--- src/rtl/serial_link_cfg_responder.sv ---
// serial_link_cfg_responder: link config register target with one-cycle registered response.
// Build with SERIAL_LINK_CFG_TIMEOUT_EN to add the isolation-handshake watchdog.
module serial_link_cfg_responder #(
  parameter int unsigned AddrWidth     = 32,
  parameter int unsigned TimeoutCycles = 1024
) (
  input  logic                 clk_i,
  input  logic                 rst_i,
  input  logic                 reg_valid_i,
  input  logic                 reg_write_i,
  input  logic [AddrWidth-1:0] reg_addr_i,
  input  logic [31:0]          reg_wdata_i,
  input  logic [3:0]           reg_wstrb_i,
  output logic                 reg_ready_o,
  output logic [31:0]          reg_rdata_o,
  output logic                 reg_error_o,
  output logic                 clk_ena_o,
  output logic                 link_rst_no,
  output logic [1:0]           isolate_req_o,
  input  logic [1:0]           isolated_i,
  output logic [1:0]           alloc_tx_cfg_o,
  output logic [1:0]           alloc_rx_cfg_o,
  output logic                 timeout_o
);
  localparam logic [0:0] IDLE = 1'b0;
  localparam logic [0:0] RESP = 1'b1;
  logic [0:0]  state_q, state_d;
  logic [1:0]  ctrl_lo_q, ctrl_lo_d, iso_q, iso_d, tx_q, tx_d, rx_q, rx_d;
  logic [1:0]  isolated_q, to_q, to_d, to_set;
  logic [31:0] rdata_q, rdata_d, rd_word;
  logic        error_q, error_d, accept, addr_ok, wr;
  logic [1:0]  a;
  logic        unused_ok;
  assign a       = reg_addr_i[3:2];
  assign accept  = state_q == IDLE && reg_valid_i;
  assign addr_ok = (reg_addr_i & ~AddrWidth'(12)) == '0;
  assign wr      = accept && addr_ok && reg_write_i;
  assign rd_word = a == 2'd0 ? {22'd0, iso_q, 6'd0, ctrl_lo_q} :
                   a == 2'd1 ? {22'd0, to_q, 6'd0, isolated_q} :
                   a == 2'd2 ? {30'd0, tx_q} : {30'd0, rx_q};
  always_comb begin
    state_d   = accept ? RESP : IDLE;
    ctrl_lo_d = (wr && a == 2'd0 && reg_wstrb_i[0]) ? reg_wdata_i[1:0] : ctrl_lo_q;
    iso_d     = (wr && a == 2'd0 && reg_wstrb_i[1]) ? reg_wdata_i[9:8] : iso_q;
    tx_d      = (wr && a == 2'd2 && reg_wstrb_i[0]) ? reg_wdata_i[1:0] : tx_q;
    rx_d      = (wr && a == 2'd3 && reg_wstrb_i[0]) ? reg_wdata_i[1:0] : rx_q;
    // set is OR-ed after the clear so a same-cycle timeout wins
    to_d      = (to_q & ~((wr && a == 2'd1 && reg_wstrb_i[1]) ? reg_wdata_i[9:8] : 2'b00)) | to_set;
    rdata_d   = (accept && addr_ok && !reg_write_i) ? rd_word : 32'd0;
    error_d   = accept && !addr_ok;
  end
  always_ff @(posedge clk_i) begin
    if (rst_i) begin
      state_q    <= IDLE;
      ctrl_lo_q  <= 2'b00;
      iso_q      <= 2'b11;
      tx_q       <= 2'b00;
      rx_q       <= 2'b00;
      to_q       <= 2'b00;
      isolated_q <= 2'b00;
      rdata_q    <= 32'd0;
      error_q    <= 1'b0;
    end else begin
      state_q    <= state_d;
      ctrl_lo_q  <= ctrl_lo_d;
      iso_q      <= iso_d;
      tx_q       <= tx_d;
      rx_q       <= rx_d;
      to_q       <= to_d;
      isolated_q <= isolated_i;
      rdata_q    <= rdata_d;
      error_q    <= error_d;
    end
  end
`ifdef SERIAL_LINK_CFG_TIMEOUT_EN
  localparam int unsigned CW = $clog2(TimeoutCycles + 1);
  for (genvar k = 0; k < 2; k++) begin : g_wd
    logic [CW-1:0] cnt_q;
    logic          busy;
    assign busy = iso_q[k] != isolated_q[k];
    // fires only on the step that reaches the limit, so W1C sticks while saturated
    assign to_set[k] = busy && cnt_q == CW'(TimeoutCycles - 1);
    always_ff @(posedge clk_i) begin
      if (rst_i || !busy) cnt_q <= '0;
      else if (cnt_q != CW'(TimeoutCycles)) cnt_q <= cnt_q + 1'b1;
    end
  end
`else
  assign to_set = 2'b00;
`endif
  assign unused_ok      = ^{reg_wdata_i[31:10], reg_wdata_i[7:2], reg_wstrb_i[3:2]};
  assign reg_ready_o    = state_q == RESP;
  assign reg_rdata_o    = rdata_q;
  assign reg_error_o    = error_q;
  assign clk_ena_o      = ctrl_lo_q[0];
  assign link_rst_no    = ctrl_lo_q[1];
  assign isolate_req_o  = iso_q;
  assign alloc_tx_cfg_o = tx_q;
  assign alloc_rx_cfg_o = rx_q;
  assign timeout_o      = |to_q;
endmodule

--- config.mk ---
export PLATFORM = sky130hd
export DESIGN_NAME = serial_link_cfg_responder
export DESIGN_NICKNAME = d
export VERILOG_FILES = /design/src/rtl/serial_link_cfg_responder.sv
export SDC_FILE = /design/constraint.sdc
export NUM_CORES = 1
export LEC_CHECK = 0
export CAP_MARGIN = 5
export CELL_PAD_IN_SITES_DETAIL_PLACEMENT = 1
export CELL_PAD_IN_SITES_GLOBAL_PLACEMENT = 1
export CORE_MARGIN = 10
export CORE_UTILIZATION = 20
export DETAILED_ROUTE_END_ITERATION = 10
export PLACE_DENSITY = 0.88
export SYNTH_ARGS = -nofsm -noshare
export SYNTH_HDL_FRONTEND = slang
export SYNTH_SLANG_ARGS = --single-unit
--- constraint.sdc ---
create_clock -name clk_i -period 5 [get_ports clk_i]
set_clock_uncertainty 0.05 [all_clocks]
set_input_delay 1 -clock clk_i [delete_from_list [all_inputs] [get_ports clk_i]]
set_output_delay 1 -clock clk_i [all_outputs]
set_load 0.005 [all_outputs]
==> out/metrics.yaml <==
final_layout:
  seqCellArea_um2: 360
  finalNetCount: 252
  n_fill_cell: 615
  drive_above_1_share_pct: 6.21
  fin_area_um2: 1690
  area_delta_synth_final_pct: 53.4
  antenna_cells: 0
  final_util_pct: 32.4
  multiInputGateArea_um2: 599
placed_design:
  placed_cell_area_um2: 1630
  place_congestion: 0.770
  io_buffers: 58
  dp_hpwl_mm: 3.56
synthesis:
  synth_enable_flop_cells: 0
  synth_cell_type_count: 38
  synth_commonest_cells: "buf_4 (28), dfxtp_1 (18), nand4_1 (8), nor4_1 (8)"
  yosysMostFrequentCell: "buf_4"
  synth_top_cell_area_share_pct: 32.8
  synth_async_sr_flop_share_pct: 0
  synthFlopType: "dfxtp_1"
  ys.warnings.count: 0
  synthCells: 121
  synth_area_leaders: "dfxtp_1 (33%), buf_4 (19%), nand4_1 (4.6%)"
  synth_seq_cells: 18
  synth_top_area_cell: "dfxtp_1"
  netlist_area_um2: 1100
  synth_area_per_cell_um2: 9.09
  ys_seq_area_share_pct: 32.8
die:
  rows: 26
  dieArea_um2: 8870
  core-area_um2: 5200
  die_x_um: 94.2
  initial_core_util_pct: 21.1
  ios: 117
  die_h_um: 94.2
global_routing:
  grt_pass1_wl_mm: 6.39
  grt_max_degree: 12
  antenna_found_initial: 0
  gr-usage-all-layers_pct: 9.12
  first_global_vias: 1243
  overflow: 0
setup_path:
  arrival_ns: 3.33
  crit_path_end_kind: "register"
  cp_max_fo: 8
  cp.required_ns: 5.09
  critical_path_class: "input pin to register"
  cp-start-kind: "input pin"
clock_network:
  cts_setup_buffers: 0
  clock_path_buffers: 2
  cts_resized: 0
  clkSinkCount: 18
  numCtsBuffers: 3
  htreeDepth: 1
  path_clk_slew_ns: 0.07
  cts_tree: "built"
  root_buffer: "clkbuf_8"
  clkLatencyLatePin_ns: 0.27
  hold_buffers: 0
route:
  ant_nets: 0
  viasPerCell: 4.35
  drt_iter0_drc: 45
  maxUsedRoutingLayer: "met4"
  drcViolationCount: 0
  dr.pass1.iters: 4
  vias: 1075
  wl_met1_mm: 1.49
  dr_wl_met2_mm: 2.38
  wl_per_cell_um: 17.0
  dr_wl_met3_um: 260
  routed_wl_mm: 4.20
sta:
  rsz0062_at_grt: "false"
  period_minus_slack_ns: 3.24
  min_period_over_period_pct: 64.8
  setup_tns_ns: 0
  slew_violations: 0
  hold_viol_final: 0
  fmax_mhz: 308
  slew_headroom_pct: 61.2
  worstMarginPinSlew_ns: 0.577
  setup_viol: 0
power_and_ir_drop:
  p_per_area_nw_per_um2: 195
  p_comb_share_pct: 18.1
  p_leak_nw: 0.622
  irDropWorstVdd_mv: 0.0639
  switchingPower_mw: 0.0770
  p_int_mw: 0.252
  p_clk_share_pct: 37.5
  seqPwrFrac_pct: 44.4
  p_sw_share_pct: 23.4
outcome:
  status: "finished clean"
job:
  maxCapViolCount: 0
worst_hold_path:
  worstHoldPathType: "register to register"
worst paths after layout:
path	from	end	slack, ns	cells after the start
worst min-delay path	ctrl_lo_q[0]	ctrl_lo_q[0]	0.44	2
worst max register to register	reg_ready_o	isolate_req_o[0]	3.43	4
worst min register to register	ctrl_lo_q[0]	ctrl_lo_q[0]	0.44	2
worst max-delay path	reg_addr_i[2]	ctrl_lo_q[1]	1.76	5
layout by cell type (no fill, tap or decap), types with 2 or more instances in the layout:
cell              n
clkdlybuf4s50_1  58
conb_1           28
dfxtp_1          18
nor4_1            8
nand4_1           8
nor2b_1           4
mux2i_1           4
a21oi_1           4
nand2_1           4
clkbuf_8          4
or4_1             3
nor2_1            3
nor3b_1           3
o21a_1            2
mux4_2            2
o41ai_1           2
a31oi_1           2
o31ai_1           2
registers in the layout (all words and copies together), names as in the netlist:
name / cells
reg_rdata_o: 4
ctrl_lo_q: 2
reg_ready_o: 1
alloc_tx_cfg_o: 2
reg_error_o: 1
to_q: 2
isolated_q: 2
alloc_rx_cfg_o: 2
isolate_req_o: 2
metal layers:
metal	GRT usage, %	up-vias
li1	-	503
met3	2.48	8
met5	0	-
met4	3.04	0
met2	18.3	54
met1	8.48	510
final cells by class:
cell class | count | share of cell area (%)
Tap cell | 70 | 5.19
Clock buffer | 4 | 3.26
Sequential cell | 18 | 21.4
Timing Repair Buffer | 58 | 34.4
Multi-Input combinational cell | 96 | 35.5
Inverter | 1 | 0.223
power groups by stage:
| stage | Clock (mW) | Sequential [mW] | Combinational (mW) |
|---|---|---|---|
| 3_5_place_dp | 0 | 0.149 | 0.0581 |
| 6_report | 0.123 | 0.146 | 0.0597 |
| 4_1_cts | 0.123 | 0.146 | 0.0586 |
| 5_1_grt | 0.129 | 0.146 | 0.0648 |
| 3_3_place_gp | 0 | 0.149 | 0.0564 |
| 2_1_floorplan | 0 | 0.149 | 0.0338 |
cell families after synthesis:
kind of cell	count (synthesis)	synth area share, %
AOI/OAI and AO/OA	14	8.19
buffers and inverters	34	22.0
DFF	18	32.8
muxes	6	7.74
other	1	0.341
and+or+nand+nor	48	29.0
worst max-delay path, cell delays in order:
cell             delay [ns]
clkdlybuf4s50_1        0.65
or4b_4                 0.64
or4_1                  0.56
o41ai_1                0.37
a21oi_1                0.11
per-stage QoR:
| step | hold WS, ns | power (mW) | cells | setup slack, ns |
|---|---|---|---|---|
| 3_5_place_dp | 0.431 | 0.207 | 243 | 1.54 |
| 4_1_cts | 0.446 | 0.328 | 247 | 1.78 |
| 5_1_grt | 0.464 | 0.339 | 247 | 1.69 |
| 3_3_place_gp | 0.425 | 0.205 | 243 | 1.62 |
| 6_report | 0.443 | 0.329 | 247 | 1.76 |
| 2_1_floorplan | 0.414 | 0.183 | 148 | 2.30 |
Power figures use the tool's default switching activity.
